$ cat src/rtl/fma16_pkg.sv
// Shared constants for the fp16 FMA sequencer: one-hot state codes, rounding modes,
// flag bit positions and the first-stage selection used on operation accept.
package fma16_pkg;

  typedef logic [5:0] state_t;

  localparam state_t ST_IDLE = 6'b000001;
  localparam state_t ST_MUL  = 6'b000010;
  localparam state_t ST_ADD  = 6'b000100;
  localparam state_t ST_NORM = 6'b001000;
  localparam state_t ST_RND  = 6'b010000;
  localparam state_t ST_HOLD = 6'b100000;

  localparam logic [1:0] RM_RZ  = 2'b00;
  localparam logic [1:0] RM_RNE = 2'b01;
  localparam logic [1:0] RM_RM  = 2'b10;
  localparam logic [1:0] RM_RP  = 2'b11;

  localparam int FLAG_NV = 3;
  localparam int FLAG_OF = 2;
  localparam int FLAG_UF = 1;
  localparam int FLAG_NX = 0;

  // Skipped stages fall through to the next one that is requested.
  function automatic state_t first_stage(input logic mul, input logic add);
    state_t st;
    if (mul) begin
      st = ST_MUL;
    end else if (add) begin
      st = ST_ADD;
    end else begin
      st = ST_NORM;
    end
    return st;
  endfunction

endpackage

$ cat src/rtl/fma16_seq_ctrl_if.sv
// Operation request and result handshake bundle between a requester and the FMA sequencer.
interface fma16_seq_ctrl_if;
  logic        in_valid;
  logic        in_ready;
  logic [15:0] in_x;
  logic [15:0] in_y;
  logic [15:0] in_z;
  logic        in_mul;
  logic        in_add;
  logic        in_negp;
  logic        in_negz;
  logic        out_valid;
  logic        out_ready;
  logic [15:0] out_result;
  logic [3:0]  out_flags;

  modport master (
    output in_valid, in_x, in_y, in_z, in_mul, in_add, in_negp, in_negz, out_ready,
    input  in_ready, out_valid, out_result, out_flags
  );

  modport slave (
    input  in_valid, in_x, in_y, in_z, in_mul, in_add, in_negp, in_negz, out_ready,
    output in_ready, out_valid, out_result, out_flags
  );
endinterface

$ cat src/rtl/fma16_csr.sv
// Rounding-mode CSR and sticky exception-flag CSR; a clear and a capture on the same
// edge keep the newly captured flags.
module fma16_csr
  import fma16_pkg::*;
#(
  parameter logic [1:0] RM_RESET = RM_RNE
) (
  input  logic       clk,
  input  logic       reset,
  input  logic       cfg_we,
  input  logic [1:0] cfg_rm,
  input  logic       cfg_clr_flags,
  input  logic       cap_en,
  input  logic [3:0] cap_flags,
  output logic [1:0] rm_q,
  output logic [3:0] flags_q
);

  logic [3:0] flags_next_s;

  // Clear first, then OR in the flags of a retiring operation.
  always_comb begin
    flags_next_s = 4'b0000;
    if (cfg_clr_flags) begin
      flags_next_s = 4'b0000;
    end else begin
      flags_next_s = flags_q;
    end
    if (cap_en) begin
      flags_next_s = flags_next_s | cap_flags;
    end else begin
      flags_next_s = flags_next_s;
    end
  end

  // CSR storage.
  always_ff @(posedge clk or posedge reset) begin
    if (reset) begin
      rm_q    <= RM_RESET;
      flags_q <= 4'b0000;
    end else begin
      if (cfg_we) begin
        rm_q <= cfg_rm;
      end
      flags_q <= flags_next_s;
    end
  end

endmodule

$ cat src/rtl/fma16_seq_ctrl.sv
// Multi-cycle sequencer for the fp16 FMA datapath: accepts one op, walks the
// MUL/ADD/NORM/RND stage enables, then holds the result until it is taken.
module fma16_seq_ctrl
  import fma16_pkg::*;
#(
  parameter int         ADD_CYCLES = 1,
  parameter logic [1:0] RM_RESET   = 2'b01
) (
  input  logic             clk,
  input  logic             reset,
  fma16_seq_ctrl_if.slave  io,
  input  logic             cfg_we,
  input  logic [1:0]       cfg_rm,
  input  logic             cfg_clr_flags,
  output logic [1:0]       rm_q,
  output logic [3:0]       flags_q,
  output logic [15:0]      dp_x,
  output logic [15:0]      dp_y,
  output logic [15:0]      dp_z,
  output logic             dp_mul,
  output logic             dp_add,
  output logic             dp_negp,
  output logic             dp_negz,
  output logic [1:0]       dp_rm,
  output logic             dp_en_mul,
  output logic             dp_en_add,
  output logic             dp_en_norm,
  output logic             dp_en_rnd,
  input  logic [15:0]      dp_result,
  input  logic [3:0]       dp_flags,
  output logic             busy
);

  localparam logic [2:0] ADD_LOAD = 3'(ADD_CYCLES - 1);

  state_t     state_r;
  state_t     next_state_s;
  logic [2:0] add_cnt_r;
  logic       accept_s;

  assign io.in_ready = (state_r == ST_IDLE) | ((state_r == ST_HOLD) & io.out_ready);
  assign accept_s    = io.in_valid & io.in_ready;
  assign dp_en_mul   = (state_r == ST_MUL);
  assign dp_en_add   = (state_r == ST_ADD);
  assign dp_en_norm  = (state_r == ST_NORM);
  assign dp_en_rnd   = (state_r == ST_RND);
  assign busy        = (state_r != ST_IDLE);

  // Stage sequencing; HOLD can retire and accept on the same edge.
  always_comb begin
    next_state_s = state_r;
    case (state_r)
      ST_IDLE: begin
        if (accept_s) next_state_s = first_stage(io.in_mul, io.in_add);
        else          next_state_s = ST_IDLE;
      end
      ST_MUL: begin
        if (dp_add) next_state_s = ST_ADD;
        else        next_state_s = ST_NORM;
      end
      ST_ADD: begin
        if (add_cnt_r == 3'd0) next_state_s = ST_NORM;
        else                   next_state_s = ST_ADD;
      end
      ST_NORM: next_state_s = ST_RND;
      ST_RND:  next_state_s = ST_HOLD;
      ST_HOLD: begin
        if (!io.out_ready)  next_state_s = ST_HOLD;
        else if (accept_s)  next_state_s = first_stage(io.in_mul, io.in_add);
        else                next_state_s = ST_IDLE;
      end
      default: next_state_s = ST_IDLE;
    endcase
  end

  // State register and ADD residency down-counter, loaded on entry to ADD.
  always_ff @(posedge clk or posedge reset) begin
    if (reset) begin
      state_r   <= ST_IDLE;
      add_cnt_r <= 3'd0;
    end else begin
      state_r <= next_state_s;
      if ((next_state_s == ST_ADD) && (state_r != ST_ADD)) begin
        add_cnt_r <= ADD_LOAD;
      end else if ((state_r == ST_ADD) && (add_cnt_r != 3'd0)) begin
        add_cnt_r <= add_cnt_r - 3'd1;
      end
    end
  end

  // Operand/control latch; the op keeps the rounding mode in force when accepted.
  always_ff @(posedge clk or posedge reset) begin
    if (reset) begin
      dp_x    <= 16'h0000;
      dp_y    <= 16'h0000;
      dp_z    <= 16'h0000;
      dp_mul  <= 1'b0;
      dp_add  <= 1'b0;
      dp_negp <= 1'b0;
      dp_negz <= 1'b0;
      dp_rm   <= 2'b00;
    end else if (accept_s) begin
      dp_x    <= io.in_x;
      dp_y    <= io.in_y;
      dp_z    <= io.in_z;
      dp_mul  <= io.in_mul;
      dp_add  <= io.in_add;
      dp_negp <= io.in_negp;
      dp_negz <= io.in_negz;
      dp_rm   <= rm_q;
    end
  end

  // Result register, held stable until the consumer takes it.
  always_ff @(posedge clk or posedge reset) begin
    if (reset) begin
      io.out_valid  <= 1'b0;
      io.out_result <= 16'h0000;
      io.out_flags  <= 4'b0000;
    end else if (state_r == ST_RND) begin
      io.out_valid  <= 1'b1;
      io.out_result <= dp_result;
      io.out_flags  <= dp_flags;
    end else if ((state_r == ST_HOLD) && io.out_ready) begin
      io.out_valid  <= 1'b0;
    end
  end

  fma16_csr #(.RM_RESET(RM_RESET)) u_csr (
    .clk           (clk),
    .reset         (reset),
    .cfg_we        (cfg_we),
    .cfg_rm        (cfg_rm),
    .cfg_clr_flags (cfg_clr_flags),
    .cap_en        (state_r == ST_RND),
    .cap_flags     (dp_flags),
    .rm_q          (rm_q),
    .flags_q       (flags_q)
  );

endmodule

$ cat src/flat_wrapper.sv
// flat-port wrapper written by rule: the top's interface ports become plain ports
module fma16_seq_ctrl_flat import fma16_pkg::*;
#(
  parameter int         ADD_CYCLES = 1,
  parameter logic [1:0] RM_RESET   = 2'b01
)
  (clk, reset, cfg_we, cfg_rm, cfg_clr_flags, rm_q, flags_q, dp_x, dp_y, dp_z, dp_mul, dp_add, dp_negp, dp_negz, dp_rm, dp_en_mul, dp_en_add, dp_en_norm, dp_en_rnd, dp_result, dp_flags, busy, io_in_valid, io_in_x, io_in_y, io_in_z, io_in_mul, io_in_add, io_in_negp, io_in_negz, io_out_ready, io_in_ready, io_out_valid, io_out_result, io_out_flags);
  fma16_seq_ctrl_if io_i ();
  input  logic clk;
  input  logic reset;
  input  logic cfg_we;
  input  logic [1:0] cfg_rm;
  input  logic cfg_clr_flags;
  output logic [1:0] rm_q;
  output logic [3:0] flags_q;
  output logic [15:0] dp_x;
  output logic [15:0] dp_y;
  output logic [15:0] dp_z;
  output logic dp_mul;
  output logic dp_add;
  output logic dp_negp;
  output logic dp_negz;
  output logic [1:0] dp_rm;
  output logic dp_en_mul;
  output logic dp_en_add;
  output logic dp_en_norm;
  output logic dp_en_rnd;
  input  logic [15:0] dp_result;
  input  logic [3:0] dp_flags;
  output logic busy;
  input wire logic [$bits(io_i.in_valid)-1:0] io_in_valid;
  input wire logic [$bits(io_i.in_x)-1:0] io_in_x;
  input wire logic [$bits(io_i.in_y)-1:0] io_in_y;
  input wire logic [$bits(io_i.in_z)-1:0] io_in_z;
  input wire logic [$bits(io_i.in_mul)-1:0] io_in_mul;
  input wire logic [$bits(io_i.in_add)-1:0] io_in_add;
  input wire logic [$bits(io_i.in_negp)-1:0] io_in_negp;
  input wire logic [$bits(io_i.in_negz)-1:0] io_in_negz;
  input wire logic [$bits(io_i.out_ready)-1:0] io_out_ready;
  output wire logic [$bits(io_i.in_ready)-1:0] io_in_ready;
  output wire logic [$bits(io_i.out_valid)-1:0] io_out_valid;
  output wire logic [$bits(io_i.out_result)-1:0] io_out_result;
  output wire logic [$bits(io_i.out_flags)-1:0] io_out_flags;
  assign io_i.in_valid = io_in_valid;
  assign io_i.in_x = io_in_x;
  assign io_i.in_y = io_in_y;
  assign io_i.in_z = io_in_z;
  assign io_i.in_mul = io_in_mul;
  assign io_i.in_add = io_in_add;
  assign io_i.in_negp = io_in_negp;
  assign io_i.in_negz = io_in_negz;
  assign io_i.out_ready = io_out_ready;
  assign io_in_ready = io_i.in_ready;
  assign io_out_valid = io_i.out_valid;
  assign io_out_result = io_i.out_result;
  assign io_out_flags = io_i.out_flags;
  fma16_seq_ctrl #(.ADD_CYCLES(ADD_CYCLES), .RM_RESET(RM_RESET)) u_core (.clk(clk), .reset(reset), .io(io_i), .cfg_we(cfg_we), .cfg_rm(cfg_rm), .cfg_clr_flags(cfg_clr_flags), .rm_q(rm_q), .flags_q(flags_q), .dp_x(dp_x), .dp_y(dp_y), .dp_z(dp_z), .dp_mul(dp_mul), .dp_add(dp_add), .dp_negp(dp_negp), .dp_negz(dp_negz), .dp_rm(dp_rm), .dp_en_mul(dp_en_mul), .dp_en_add(dp_en_add), .dp_en_norm(dp_en_norm), .dp_en_rnd(dp_en_rnd), .dp_result(dp_result), .dp_flags(dp_flags), .busy(busy));
endmodule
$ cat config.mk
export PLATFORM = sky130hd
export DESIGN_NAME = fma16_seq_ctrl_flat
export DESIGN_NICKNAME = d
export VERILOG_FILES = /design/src/rtl/fma16_pkg.sv /design/src/rtl/fma16_seq_ctrl_if.sv /design/src/rtl/fma16_csr.sv /design/src/rtl/fma16_seq_ctrl.sv /design/src/flat_wrapper.sv
export SDC_FILE = /design/constraint.sdc
export NUM_CORES = 1
export LEC_CHECK = 0
export ABC_AREA = 1
export CAP_MARGIN = 25
export CORE_UTILIZATION = 40
export DETAILED_ROUTE_END_ITERATION = 10
export GPL_TIMING_DRIVEN = 0
export PLACE_DENSITY = 0.81
export SLEW_MARGIN = 20
export SYNTH_ARGS = -nofsm -noshare
export SYNTH_HDL_FRONTEND = slang
export SYNTH_SLANG_ARGS = --single-unit
$ cat constraint.sdc
create_clock -name clk -period 3.4 [get_ports clk]
set_input_delay 0.34 -clock clk [delete_from_list [all_inputs] [get_ports clk]]
set_output_delay 0.34 -clock clk [all_outputs]
set_load 0.02 [all_outputs]
Word-level counts from Yosys, hierarchy flattened
Cells that the tools add are included.
{"block": "op_classes", "add_sub_neg": 1, "eq_ne": 9, "mux": 13, "n_bitwise": 4, "reduce_logical": 7}
{"op": "6-bit case mux with 6 select lines", "n": 1}
{"op": "4-bit two-way mux", "n": 5}
{"op": "6-bit two-way mux", "n": 3}
{"op": "6-bit by 3-bit equality test with 1-bit output, second input constant", "n": 2}
{"op": "6-bit by 1-bit equality test with 1-bit output, second input constant", "n": 1}
{"op": "6-bit by 2-bit equality test with 1-bit output, second input constant", "n": 1}
{"op": "6-bit by 4-bit equality test with 1-bit output, second input constant", "n": 1}
{"op": "6-bit by 5-bit equality test with 1-bit output, second input constant", "n": 1}
{"op": "6-bit equality test, second input constant", "n": 1}
{"op": "3-bit two-way mux", "n": 2}
{"op": "6-bit by 1-bit != test with 1-bit output, second input constant", "n": 1}
{"op": "6-bit by 3-bit != test with 1-bit output, second input constant", "n": 1}
{"op": "4-bit OR", "n": 1}
{"op": "2-bit nonzero test", "n": 2}
{"op": "1-bit logical AND", "n": 3}
{"op": "3-bit zero test", "n": 1}
{"op": "3-bit nonzero test", "n": 1}
{"op": "3-bit by 1-bit subtractor with 3-bit output, second input constant", "n": 1}
{"op": "1-bit AND", "n": 2}
{"op": "1-bit two-way mux", "n": 2}
{"op": "1-bit OR", "n": 1}
{"block": "word_totals", "regBits": 90, "out_inout_bits": 87}

Depth between registers and ports, before layout
Gate-level depths: netlist of the first run.
{"block": "logic_depth", "depth_word": 10, "depth_mapped": 9, "ltp_nobuf": 9}

By module
Synthesis of the first run repeated with hierarchy kept, for this count alone.
{"block": "unflattened", "hier_cells": 404, "area_unflattened_um2": 3568.4}
{"mod": "fma16_seq_ctrl", "instances": 1, "cells_each": 377, "area_each_um2": 3338.2, "seq_area_each_um2": 2103.3}
{"mod": "fma16_csr", "instances": 1, "cells_each": 27, "area_each_um2": 230.2, "seq_area_each_um2": 151.4}

Worst setup path before layout of the first run
Ideal clock, no wire load.
{"block": "synth_timing", "path_kind": "reg2out", "from": "register u_core.state_r[3]", "to": "output io_in_ready", "t_arrival_ps": 1240, "setup_slack_ps": 1820, "stages_incl_launch_ff": 5, "path_cell_list": "dfrtp_1 > nor2_4 > nand4_2 > nand2_4 > buf_2"}
{"block": "synth_via", "elab_chain_len": 3}
{"item": "start, declared", "line_no": "fma16_seq_ctrl.sv:36", "rtl": "state_t state_r;"}
{"item": "start signal, assigned", "line_no": "fma16_seq_ctrl.sv:82", "rtl": "state_r <= next_state_s;"}
{"item": "6-bit equality test", "line_no": "fma16_seq_ctrl.sv:41", "rtl": "assign io.in_ready = (state_r == ST_IDLE) | ((state_r == ST_HOLD) & io.out_ready);"}
{"item": "1-bit AND", "line_no": "fma16_seq_ctrl.sv:41"}
{"item": "1-bit OR *", "line_no": "fma16_seq_ctrl.sv:41"}
{"item": "end, declared", "line_no": "flat_wrapper.sv:40", "rtl": "output wire logic [$bits(io_i.in_ready)-1:0] io_in_ready;"}
Mark *: on every way between the ends. The rest lies on a longest branch, timed or not.

Worst setup path in the final report of the first run
{"block": "layout_timing", "from": "register u_core.state_r[4]", "to": "output io_in_ready"}
Same word-level chain as after synthesis.

==> results_tabular.tex, run 1 <==
\begin{tabular}{lr}
\hline
Metric & Value \\
\hline
\multicolumn{2}{l}{\textbf{Run status}} \\
Run status & finished, final reports clean \\
\multicolumn{2}{l}{\textbf{Synth}} \\
Largest area contributor in the netlist & sky130\_fd\_sc\_hd\_\_dfrtp\_1 \\
Number of enable-type register cells in the synthesized netlist & 0 \\
Yosys warnings & 0 \\
Nets in the synthesized netlist & 487 \\
Number of distinct standard cells referenced by the synthesized netlist & 23 \\
Area of the mapped netlist & 3630 µm² \\
Post-synthesis register bit count & 90 \\
Share of the synthesized area in the top cell type & 0.606 \\
Mean post-synth cell area & 8.97 µm² \\
Instance count of the mapped netlist & 405 \\
Most common library cells after synthesis & sky130\_fd\_sc\_hd\_\_nand2\_1 (178), sky130\_fd\_sc\_hd\_\_dfrtp\_1 (88), sky130\_fd\_sc\_hd\_\_nand3\_1 (58), sky130\_fd\_sc\_hd\_\_inv\_1 (19), sky130\_fd\_sc\_hd\_\_o21ai\_0 (12) \\
Sequential cell area fraction in the yosys report & 0.621 \\
Cell types with the largest area share after synthesis & sky130\_fd\_sc\_hd\_\_dfrtp\_1 (61\%), sky130\_fd\_sc\_hd\_\_nand2\_1 (18\%), sky130\_fd\_sc\_hd\_\_nand3\_1 (8.0\%) \\
Post-synthesis async set-or-reset flop share & 1.00 \\
Synth Flop Type & sky130\_fd\_sc\_hd\_\_dfrtp\_1 \\
Dominant cell by count in the synthesized netlist & sky130\_fd\_sc\_hd\_\_nand2\_1 \\
\multicolumn{2}{l}{\textbf{Run}} \\
Number of max-cap violations & 0 \\
\multicolumn{2}{l}{\textbf{Pwr}} \\
Logic pwr share & 0.511 \\
Sw frac & 0.403 \\
Share of power burned in the clock network & 0.141 \\
Share of power burned in registers & 0.348 \\
Total power of the final layout & 5.23 mW \\
Sw power & 2.11 mW \\
Total power density per cell area & 926 nW/µm² \\
Leak & 2.71 nW \\
Pint & 3.12 mW \\
Worst-case vdd ir drop & 443 µV \\
\multicolumn{2}{l}{\textbf{Critical path}} \\
Path depth of the worst reg2reg path & 8 \\
Category of the worst setup path capture point & output port \\
Highest fanout seen on the critical path & 10 \\
Cell family with most CP delay & buffers and inverters \\
CP max stage cell & sky130\_fd\_sc\_hd\_\_clkdlybuf4s50\_1 \\
Critical path launch point & u\_core.state\_r[4]\$\_DFF\_PP0\_ \\
Series of cell instances along the critical path & nor2\_2 -> nand4\_2 -> nand2\_4 -> buf\_2 -> clkdlybuf4s50\_1 \\
Startpoint Class & flop \\
Critical R2R Capture & u\_core.dp\_x[13]\$\_DFFE\_PP0N\_ \\
Largest stage delay on the critical path & 0.63 ns \\
Buffering stage count on the worst path with inverters included & 2 \\
Kind of critical path & reg2out \\
Minimum setup slack among reg-to-reg paths & 1.67 ns \\
Startpoint of the worst-slack reg-to-reg timing path & u\_core.state\_r[4]\$\_DFF\_PP0\_ \\
Data required time of the worst path & 3.06 ns \\
Worst endpoint data arrival time & 2.25 ns \\
\multicolumn{2}{l}{\textbf{Floorplan}} \\
Starting density of the core & 0.414 \\
Boundary pin count & 167 \\
Die footprint & 9460 µm² \\
Placeable core region & 8760 µm² \\
Vertical die dimension & 97.3 µm \\
Die width & 97.3 µm \\
Number of core rows & 34 \\
\multicolumn{2}{l}{\textbf{GRT}} \\
Number of antenna violations at the first check in global routing & 0 \\
Gr usage total & 0.214 \\
Largest net degree at the start of global routing & 52 \\
Overall overflow remaining after global route & 0 \\
Wire length of the first global-routing pass & 16.3 mm \\
Number of global-route vias before repair & 3381 \\
\multicolumn{2}{l}{\textbf{Clocking}} \\
Number of levels in the clock H-tree & 3 \\
Clk Latency, worst-skew pair & 0.35 ns \\
Count of instances resized after the clock tree is built & 0 \\
Root Buffer & sky130\_fd\_sc\_hd\_\_clkbuf\_8 \\
Hold Buf Count CTS & 0 \\
TritonCTS clock tree & yes \\
TritonCTS buffer count & 9 \\
CTS sink count & 90 \\
Clk buf depth & 2 \\
Clock transition at the registers of the reported paths & 0.08 ns \\
Number of buffers inserted by post-CTS setup repair & 0 \\
\multicolumn{2}{l}{\textbf{STA}} \\
Layout Skew & 0.00982 ns \\
Final Hold Fails & 0 \\
Final setup viols & 0 \\
Fin. max-slew vios & 0 \\
Slew at the pin closest to its max-slew limit & 0.515 ns \\
Fin crit period & 2.59 ns \\
Peak clock frequency supported by timing & 0.386 GHz \\
Ratio of final minimum period to clock period & 0.762 \\
Slew Limit Headroom & 0.657 \\
Unrepaired setup endpoints after global routing & no \\
Min setup slack post-route & 0.810 ns \\
\multicolumn{2}{l}{\textbf{Place}} \\
RD Place Congestion & 0.773 \\
IO Port Bufs & 165 \\
Post-placement cell area & 5450 µm² \\
Worst slack, placed & 0.978 ns \\
Detailed placer's ending HPWL & 7.17 mm \\
\multicolumn{2}{l}{\textbf{Route}} \\
Routed via count divided by cell count & 4.82 \\
Count of antenna-violating nets left after detailed routing & 0 \\
Final routed DRC violation total & 0 \\
Detailed-route wire length & 9.56 mm \\
Detailed-route wire length per cell & 13.7 µm \\
Via Count & 3352 \\
Drt pass-1 iters & 5 \\
DRC marker count from the first detailed-route iteration & 94 \\
\multicolumn{2}{l}{\textbf{Worst hold path}} \\
Hold WC Path Type & in2async \\
\multicolumn{2}{l}{\textbf{Cells and area}} \\
Share of the core filled with cells in the final layout & 0.645 \\
Layout Cell Area excl Fill & 5650 µm² \\
Layout Nets & 664 \\
Synth-to-layout area growth & 55.7\% \\
Diodes inserted & 0 \\
Fraction of final layout cells with drive strength greater than 1 & 0.0733 \\
\hline
\end{tabular}
[power by group through the flow]
stage | Sequential, mW | Combinational (mW) | Clock (mW)
after floorplan | 2.34 | 0.872 | 0
after global placement | 1.80 | 2.64 | 0
after detailed placement | 1.83 | 2.70 | 0
after CTS | 1.82 | 2.71 | 0.758
after global routing | 1.88 | 2.92 | 0.802
final | 1.82 | 2.68 | 0.739
[placed cells by master, fill, tap and decap left out]
master and n:
sky130_fd_sc_hd__clkinv_2 1, sky130_fd_sc_hd__o21ai_0 12, sky130_fd_sc_hd__buf_16 1, sky130_fd_sc_hd__ha_1 2
sky130_fd_sc_hd__buf_6 1, sky130_fd_sc_hd__clkinvlp_4 2, sky130_fd_sc_hd__nor2_1 9, sky130_fd_sc_hd__nand4_2 2
sky130_fd_sc_hd__dfrtp_1 88, sky130_fd_sc_hd__clkbuf_1 9, sky130_fd_sc_hd__inv_1 18, sky130_fd_sc_hd__nand2_1 178
sky130_fd_sc_hd__clkbuf_8 11, sky130_fd_sc_hd__nor2_2 2, sky130_fd_sc_hd__nor3_2 1, sky130_fd_sc_hd__inv_2 1
sky130_fd_sc_hd__buf_2 11, sky130_fd_sc_hd__bufinv_16 1, sky130_fd_sc_hd__inv_4 1, sky130_fd_sc_hd__buf_4 1
sky130_fd_sc_hd__nand2_2 1, sky130_fd_sc_hd__a21o_1 1, sky130_fd_sc_hd__dfstp_2 2, sky130_fd_sc_hd__clkdlybuf4s50_1 165
sky130_fd_sc_hd__a21oi_1 1, sky130_fd_sc_hd__nand4_1 3, sky130_fd_sc_hd__nand2_4 1, sky130_fd_sc_hd__nand3_1 58
sky130_fd_sc_hd__or2_2 2, sky130_fd_sc_hd__nor2_4 1
[routing by layer]
metal  global-route usage  up-vias  wire [µm]  part of all wire
li1                     -     1626          -                 -
met1                0.263     1551       3970              0.42
met2                0.346      160       4490              0.47
met3               0.0770       15        923             0.097
met4               0.0814        0        170             0.018
met5                    0        -          0                 0
[how the worst max path moves through the flow]
stage / end / slack, ns / cells past startpoint
2_1_floorplan: u_core.add_cnt_r[0]$_DFFE_PP0P_ / 0.73 / 1
3_3_place_gp: u_core.dp_y[15]$_DFFE_PP0N_ / -0.62 / 2
3_5_place_dp: io_in_ready / 0.98 / 5
4_1_cts: io_in_ready / 0.78 / 5
5_1_grt: io_in_ready / 0.64 / 5
6_report: io_in_ready / 0.81 / 5
[stage by stage]
stage | setup TNS (ns) | hold slack, ns | cells
floorplan | 0 | 0.414 | 405
global placement | -54.36 | 0.453 | 678
detailed placement | 0 | 0.458 | 679
CTS | 0 | 0.388 | 695
global route | 0 | 0.406 | 695
finish | 0 | 0.383 | 695
[logic make-up after synthesis]
family,count (synthesis),share of synthesized area
compound gates,14,0.0200
fa+ha+maj,2,0.00689
buf+inv,41,0.0493
flops,90,0.621
simple gates,258,0.303
[worst reg2reg max path, cell delays in order, from the launching register on]
cell and delay (ns):
sky130_fd_sc_hd__dfrtp_1 0.41, sky130_fd_sc_hd__nor2_2 0.22, sky130_fd_sc_hd__nand4_2 0.20, sky130_fd_sc_hd__nand2_4 0.20, sky130_fd_sc_hd__nand2_2 0.13, sky130_fd_sc_hd__buf_6 0.17, sky130_fd_sc_hd__buf_4 0.17, sky130_fd_sc_hd__nand2_1 0.06
sky130_fd_sc_hd__nand2_1 0.05
[cell type report]
cell class / count / area [µm²]
fill: 722 / 3110
sequential: 90 / 2250
timing repair buffer: 166 / 1680
multi-input combinational: 274 / 1200
clock buffer: 12 / 155
tap: 108 / 135
buffer: 21 / 104
inverter: 20 / 77.6
clock inverter: 4 / 50.0
[registers in the layout (all words and copies together), names as in the netlist]
| name | count |
|---|---|
| u_core.state_r | 6 |
| u_core.u_csr.flags_q | 4 |
| u_core.dp_rm | 2 |
| u_core.add_cnt_r | 3 |
| u_core.dp_negz | 1 |
| u_core.dp_x | 16 |
| u_core.dp_z | 16 |
| u_core.io.out_result | 16 |
| u_core.dp_mul | 1 |
| u_core.dp_add | 1 |
| u_core.io.out_valid | 1 |
| u_core.dp_negp | 1 |
| u_core.io.out_flags | 4 |
| u_core.u_csr.rm_q | 2 |
| u_core.dp_y | 16 |
(Power assumes the default switching activity.)
==> run 2: changes to the inputs <==
--- a/config.mk
+++ b/config.mk
@@ -7,10 +7,10 @@
 export LEC_CHECK = 0
 export ABC_AREA = 1
 export CAP_MARGIN = 25
-export CORE_UTILIZATION = 40
+export CORE_UTILIZATION = 37
 export DETAILED_ROUTE_END_ITERATION = 10
 export GPL_TIMING_DRIVEN = 0
-export PLACE_DENSITY = 0.81
+export PLACE_DENSITY = 0.79
 export SLEW_MARGIN = 20
 export SYNTH_ARGS = -nofsm -noshare
 export SYNTH_HDL_FRONTEND = slang
==> constraint.sdc (replaced) <==
create_clock -name clk -period 2.3 [get_ports clk]
set_input_delay 0.23 -clock clk [delete_from_list [all_inputs] [get_ports clk]]
set_output_delay 0.23 -clock clk [all_outputs]
set_load 0.02 [all_outputs]
==> results_tabular.tex, run 2 (same netlist as run 1, synthesis figures left out) <==
\begin{tabular}{lr}
\hline
Metric & Value \\
\hline
\multicolumn{2}{l}{\textbf{Critical path}} \\
Startpoint Class & flop \\
Critical R2R Capture & u\_core.dp\_x[7]\$\_DFFE\_PP0N\_ \\
Category of the worst setup path capture point & output port \\
Highest fanout seen on the critical path & 10 \\
Startpoint of the worst-slack reg-to-reg timing path & u\_core.state\_r[0]\$\_DFF\_PP1\_ \\
Path depth of the worst reg2reg path & 8 \\
Worst endpoint data arrival time & 1.89 ns \\
Minimum setup slack among reg-to-reg paths & 0.48 ns \\
Kind of critical path & reg2out \\
Data required time of the worst path & 2.07 ns \\
\multicolumn{2}{l}{\textbf{Floorplan}} \\
Die width & 101 µm \\
Die footprint & 10200 µm² \\
Number of core rows & 35 \\
Placeable core region & 9370 µm² \\
Vertical die dimension & 101 µm \\
Boundary pin count & 167 \\
Starting density of the core & 0.387 \\
\multicolumn{2}{l}{\textbf{Pwr}} \\
Total power density per cell area & 1360 nW/µm² \\
Logic pwr share & 0.512 \\
Pint & 4.62 mW \\
Share of power burned in registers & 0.345 \\
Leak & 2.75 nW \\
Worst-case vdd ir drop & 754 µV \\
Share of power burned in the clock network & 0.143 \\
Sw frac & 0.405 \\
Sw power & 3.14 mW \\
\multicolumn{2}{l}{\textbf{GRT}} \\
Wire length of the first global-routing pass & 15.2 mm \\
Gr usage total & 0.194 \\
Number of antenna violations at the first check in global routing & 0 \\
Largest net degree at the start of global routing & 36 \\
Overall overflow remaining after global route & 0 \\
Number of global-route vias before repair & 3207 \\
\multicolumn{2}{l}{\textbf{Clocking}} \\
Clk Latency, worst-skew pair & 0.35 ns \\
Number of levels in the clock H-tree & 3 \\
Clk buf depth & 2 \\
Hold Buf Count CTS & 0 \\
Root Buffer & sky130\_fd\_sc\_hd\_\_clkbuf\_8 \\
Clock transition at the registers of the reported paths & 0.10 ns \\
TritonCTS clock tree & yes \\
TritonCTS buffer count & 9 \\
CTS sink count & 90 \\
\multicolumn{2}{l}{\textbf{Worst hold path}} \\
Hold WC Path Type & in2async \\
\multicolumn{2}{l}{\textbf{STA}} \\
Layout Skew & 0.0129 ns \\
Setup TNS & 0 ns \\
Slew at the pin closest to its max-slew limit & 0.507 ns \\
Slew Limit Headroom & 0.661 \\
Final Hold Fails & 0 \\
Fin crit period & 2.12 ns \\
Final setup viols & 0 \\
Fin. max-slew vios & 0 \\
Unrepaired setup endpoints after global routing & no \\
Worst hold-check slack & 0.246 ns \\
Peak clock frequency supported by timing & 0.471 GHz \\
Ratio of final minimum period to clock period & 0.923 \\
\multicolumn{2}{l}{\textbf{Place}} \\
IO Port Bufs & 165 \\
Detailed placer's ending HPWL & 7.38 mm \\
RD Place Congestion & 0.739 \\
\multicolumn{2}{l}{\textbf{Route}} \\
Routed via count divided by cell count & 4.66 \\
Drt pass-1 iters & 4 \\
Via Count & 3357 \\
Detailed-route wire length per cell & 13.5 µm \\
Final routed DRC violation total & 0 \\
DRC marker count from the first detailed-route iteration & 114 \\
Detailed-route wire length & 9.71 mm \\
Count of antenna-violating nets left after detailed routing & 0 \\
\multicolumn{2}{l}{\textbf{Cells and area}} \\
Share of the core filled with cells in the final layout & 0.610 \\
Fraction of final layout cells with drive strength greater than 1 & 0.0795 \\
Most common cell after layout, fill and taps aside & sky130\_fd\_sc\_hd\_\_nand2\_1 \\
Layout Nets & 668 \\
Commonest cells after routing, fill and taps aside & sky130\_fd\_sc\_hd\_\_nand2\_1 (178), sky130\_fd\_sc\_hd\_\_clkdlybuf4s50\_1 (162), sky130\_fd\_sc\_hd\_\_dfrtp\_1 (88) \\
Diodes inserted & 0 \\
Synth-to-layout area growth & 57.4\% \\
\multicolumn{2}{l}{\textbf{Run status}} \\
Run status & finished, final reports clean \\
\multicolumn{2}{l}{\textbf{Run}} \\
Number of max-cap violations & 0 \\
\hline
\end{tabular}
## run 2: timing repair
action | in CTS | in global routing
endpoints found under the setup margin | 2 | 2
resized for setup | 2 | 1
endpoints found under the hold margin | 0 | 0
pin swaps | 1 | 1
cloned | 0 | 0
buffers inserted | 1 | 2
## run 2: power by group through the flow
| stage | clock (mW) | combinational (mW) | sequential (mW) |
|---|---|---|---|
| after global routing | 1.20 | 4.33 | 2.76 |
| after CTS | 1.14 | 3.99 | 2.67 |
| after floorplan | 0 | 1.29 | 3.47 |
| final | 1.11 | 3.98 | 2.68 |
| after global placement | 0 | 3.91 | 2.67 |
| after detailed placement | 0 | 4.00 | 2.69 |
## run 2: area by class of cell
cell class / count / area, µm²
clock inverters: 5 / 62.6
inverters: 20 / 78.8
repair buffers: 170 / 1710
fillers: 828 / 3660
multi-input cells: 274 / 1200
clock buffers: 11 / 141
flip-flops and latches: 90 / 2250
well taps: 129 / 161
plain buffers: 21 / 104
## run 2: worst max path at each step
stage / endpoint / depth (start not counted) / slack (ns) / start
after floorplan: u_core.dp_x[10]$_DFFE_PP0N_ / 8 / 0.73 / u_core.state_r[3]$_DFF_PP0_
after CTS: dp_en_add / 4 / 0.01 / u_core.state_r[4]$_DFF_PP0_
after detailed placement: io_in_ready / 5 / 0.09 / io_out_ready
after global placement: u_core.dp_z[0]$_DFFE_PP0N_ / 2 / 0.08 / reset
after global routing: io_in_ready / 5 / 0.03 / u_core.state_r[3]$_DFF_PP0_
final: io_in_ready / 5 / 0.18 / u_core.state_r[3]$_DFF_PP0_
## run 2: stage by stage
stage          worst slack [ns]  total power [mW]  cells  instance area (µm²)
3_3_place_gp             0.0789              6.58    699                 5450
6_report                  0.178              7.76    720                 5710
2_1_floorplan             0.726              4.75    405                 3630
3_5_place_dp             0.0907              6.69    701                 5490
4_1_cts                  0.0133              7.81    718                 5700
5_1_grt                  0.0323              8.29    720                 5710
## run 2: routing by layer
layer | GRT usage | wire length (µm) | vias to the layer above
met2 | 0.329 | 4720 | 133
met5 | 0 | 0 | -
met4 | 0.0736 | 157 | 0
met1 | 0.236 | 4060 | 1575
li1 | - | - | 1635
met3 | 0.0520 | 766 | 14
## run 2: worst max-delay path: stages, from the launching register on
cell and delay [ns]:
sky130_fd_sc_hd__dfrtp_1 0.45, sky130_fd_sc_hd__nor2_4 0.16, sky130_fd_sc_hd__nand4_2 0.20, sky130_fd_sc_hd__nand2_4 0.15
sky130_fd_sc_hd__buf_2 0.21, sky130_fd_sc_hd__dlygate4sd2_1 0.36
==> run 3: changes to the inputs <==
--- a/config.mk
+++ b/config.mk
@@ -7,10 +7,12 @@
 export LEC_CHECK = 0
 export ABC_AREA = 1
 export CAP_MARGIN = 25
-export CORE_UTILIZATION = 37
+export CORE_UTILIZATION = 39
+export CTS_BUF_LIST = sky130_fd_sc_hd__clkbuf_2 sky130_fd_sc_hd__clkbuf_4 sky130_fd_sc_hd__clkbuf_8
 export DETAILED_ROUTE_END_ITERATION = 10
 export GPL_TIMING_DRIVEN = 0
-export PLACE_DENSITY = 0.79
+export PLACE_DENSITY = 0.82
+export SKIP_CTS_REPAIR_TIMING = 1
 export SLEW_MARGIN = 20
 export SYNTH_ARGS = -nofsm -noshare
 export SYNTH_HDL_FRONTEND = slang
==> results_tabular.tex, run 3 (same netlist as run 1, synthesis figures left out) <==
\begin{tabular}{lr}
\hline
Metric & Value \\
\hline
\multicolumn{2}{l}{\textbf{Critical path}} \\
Critical path launch point & u\_core.state\_r[3]\$\_DFF\_PP0\_ \\
Highest fanout seen on the critical path & 10 \\
Data required time of the worst path & 2.07 ns \\
Critical R2R Capture & u\_core.dp\_x[8]\$\_DFFE\_PP0N\_ \\
CP max stage cell & sky130\_fd\_sc\_hd\_\_dfrtp\_1 \\
Minimum setup slack among reg-to-reg paths & 0.55 ns \\
Path depth of the worst reg2reg path & 7 \\
Series of cell instances along the critical path & nor2\_4 -> nand4\_2 -> nand2\_4 -> buf\_2 -> dlymetal6s2s\_1 \\
Startpoint of the worst-slack reg-to-reg timing path & u\_core.state\_r[3]\$\_DFF\_PP0\_ \\
Category of the worst setup path capture point & output port \\
Buffering stage count on the worst path with inverters included & 2 \\
Worst setup path endpoint & io\_in\_ready \\
Kind of critical path & reg2out \\
Largest stage delay on the critical path & 0.46 ns \\
Cell family with most CP delay & simple AND/OR/NAND/NOR gates \\
Stages on worst setup path & 5 \\
Worst endpoint data arrival time & 1.91 ns \\
Startpoint Class & flop \\
\multicolumn{2}{l}{\textbf{Place}} \\
Post-placement cell area & 5460 µm² \\
Detailed placer's ending HPWL & 7.68 mm \\
RD Place Congestion & 0.827 \\
IO Port Bufs & 165 \\
Placed Instances & 680 \\
Worst slack, placed & 0.116 ns \\
\multicolumn{2}{l}{\textbf{Cells and area}} \\
Diodes inserted & 0 \\
Share of the core filled with cells in the final layout & 0.641 \\
Number of cells in the finished layout apart from fillers & 698 \\
Area of the multi-input gates & 1200 µm² \\
Synth-to-layout area growth & 56.3\% \\
Most common cell after layout, fill and taps aside & sky130\_fd\_sc\_hd\_\_nand2\_1 \\
Fraction of final layout cells with drive strength greater than 1 & 0.0797 \\
Layout Cell Area excl Fill & 5670 µm² \\
Filler Cells Inserted & 721 \\
Sequential standard cell area & 2250 µm² \\
Layout Nets & 667 \\
Commonest cells after routing, fill and taps aside & sky130\_fd\_sc\_hd\_\_nand2\_1 (178), sky130\_fd\_sc\_hd\_\_clkdlybuf4s50\_1 (162), sky130\_fd\_sc\_hd\_\_dfrtp\_1 (88) \\
\multicolumn{2}{l}{\textbf{Route}} \\
Final routed DRC violation total & 14 \\
Count of antenna-violating nets left after detailed routing & 0 \\
Drt pass-1 iters & 8 \\
DRC marker count from the first detailed-route iteration & 137 \\
Via Count & 3351 \\
Detailed-route wire length & 10.1 mm \\
Detailed-route wire length per cell & 14.4 µm \\
Routed via count divided by cell count & 4.80 \\
\multicolumn{2}{l}{\textbf{GRT}} \\
Number of global-route vias before repair & 3397 \\
Wire length of the first global-routing pass & 16.5 mm \\
Gr usage total & 0.216 \\
Largest net degree at the start of global routing & 33 \\
Overall overflow remaining after global route & 0 \\
Number of antenna violations at the first check in global routing & 0 \\
\multicolumn{2}{l}{\textbf{Pwr}} \\
Leak & 2.77 nW \\
Total power density per cell area & 1350 nW/µm² \\
Worst-case vdd ir drop & 577 µV \\
Total power of the final layout & 7.68 mW \\
\multicolumn{2}{l}{\textbf{STA}} \\
Unrepaired setup endpoints after global routing & no \\
Layout Skew & 0.0107 ns \\
Ratio of final minimum period to clock period & 0.930 \\
Peak clock frequency supported by timing & 0.468 GHz \\
Slew at the pin closest to its max-slew limit & 0.710 ns \\
Final Hold Fails & 0 \\
Worst hold-check slack & 0.273 ns \\
Min setup slack post-route & 0.162 ns \\
Fin. max-slew vios & 0 \\
Final setup viols & 0 \\
Setup TNS & 0 ns \\
Slew Limit Headroom & 0.526 \\
Fin crit period & 2.14 ns \\
\multicolumn{2}{l}{\textbf{Clocking}} \\
CTS sink count & 90 \\
Root Buffer & sky130\_fd\_sc\_hd\_\_clkbuf\_8 \\
Number of levels in the clock H-tree & 3 \\
Clk buf depth & 2 \\
TritonCTS clock tree & yes \\
TritonCTS buffer count & 9 \\
Clock transition at the registers of the reported paths & 0.09 ns \\
Clk Latency, worst-skew pair & 0.35 ns \\
\multicolumn{2}{l}{\textbf{Floorplan}} \\
Number of core rows & 34 \\
Placeable core region & 8850 µm² \\
Vertical die dimension & 98.5 µm \\
Boundary pin count & 167 \\
Starting density of the core & 0.410 \\
Die footprint & 9700 µm² \\
Die width & 98.5 µm \\
\multicolumn{2}{l}{\textbf{Worst hold path}} \\
Cell count of the worst hold path & 3 \\
Hold WC Path Type & in2reg \\
\multicolumn{2}{l}{\textbf{Run status}} \\
Run status & finished, violations left \\
Violations in the final reports & DRC \\
\multicolumn{2}{l}{\textbf{Run}} \\
Number of max-cap violations & 0 \\
\hline
\end{tabular}
## run 3: per-layer routing
layer / part of all wire / vias up / GRT usage
li1: - / 1630 / -
met1: 0.41 / 1568 / 0.267
met2: 0.49 / 141 / 0.365
met3: 0.091 / 12 / 0.0624
met4: 0.011 / 0 / 0.0689
met5: 0 / - / 0
## run 3: worst min path at each step
| stage | from | endpoint | slack [ns] |
|---|---|---|---|
| 5_1_grt | io_in_valid | u_core.state_r[3]$_DFF_PP0_ | 0.26 |
| 3_3_place_gp | u_core.dp_z[4]$_DFFE_PP0N_ | u_core.dp_z[4]$_DFFE_PP0N_ | 0.45 |
| 3_5_place_dp | u_core.dp_x[4]$_DFFE_PP0N_ | u_core.dp_x[4]$_DFFE_PP0N_ | 0.46 |
| 6_report | io_in_valid | u_core.state_r[3]$_DFF_PP0_ | 0.27 |
| 2_1_floorplan | cfg_we | u_core.u_csr.rm_q[0]$_DFFE_PP1P_ | 0.30 |
| 4_1_cts | io_in_valid | u_core.state_r[3]$_DFF_PP0_ | 0.25 |
## run 3: report_power, final
group	total, mW	switching (mW)	leakage [nW]	internal, mW
Combinational	3.99	2.21	1.59	1.77
Sequential	2.68	0.395	1.08	2.29
Clock	1.02	0.560	0.0955	0.456
## run 3: worst register-to-register path: stages (launching register included)
cell and delay (ns):
sky130_fd_sc_hd__dfrtp_1 0.46, sky130_fd_sc_hd__nor2_4 0.17, sky130_fd_sc_hd__nand4_2 0.21, sky130_fd_sc_hd__nand2_4 0.22, sky130_fd_sc_hd__nand2_2 0.12, sky130_fd_sc_hd__clkbuf_1 0.27
sky130_fd_sc_hd__nand2_1 0.12, sky130_fd_sc_hd__nand2_1 0.06
## run 3: layout make-up
| cell class | instances | share of cell area |
|---|---|---|
| Tap cell | 108 | 0.0238 |
| Sequential cell | 90 | 0.397 |
| Clock buffer | 11 | 0.0267 |
| Clock inverter | 5 | 0.00684 |
| Buffer | 21 | 0.0183 |
| Timing Repair Buffer | 169 | 0.302 |
| Inverter | 20 | 0.0139 |
| Multi-Input combinational cell | 274 | 0.211 |
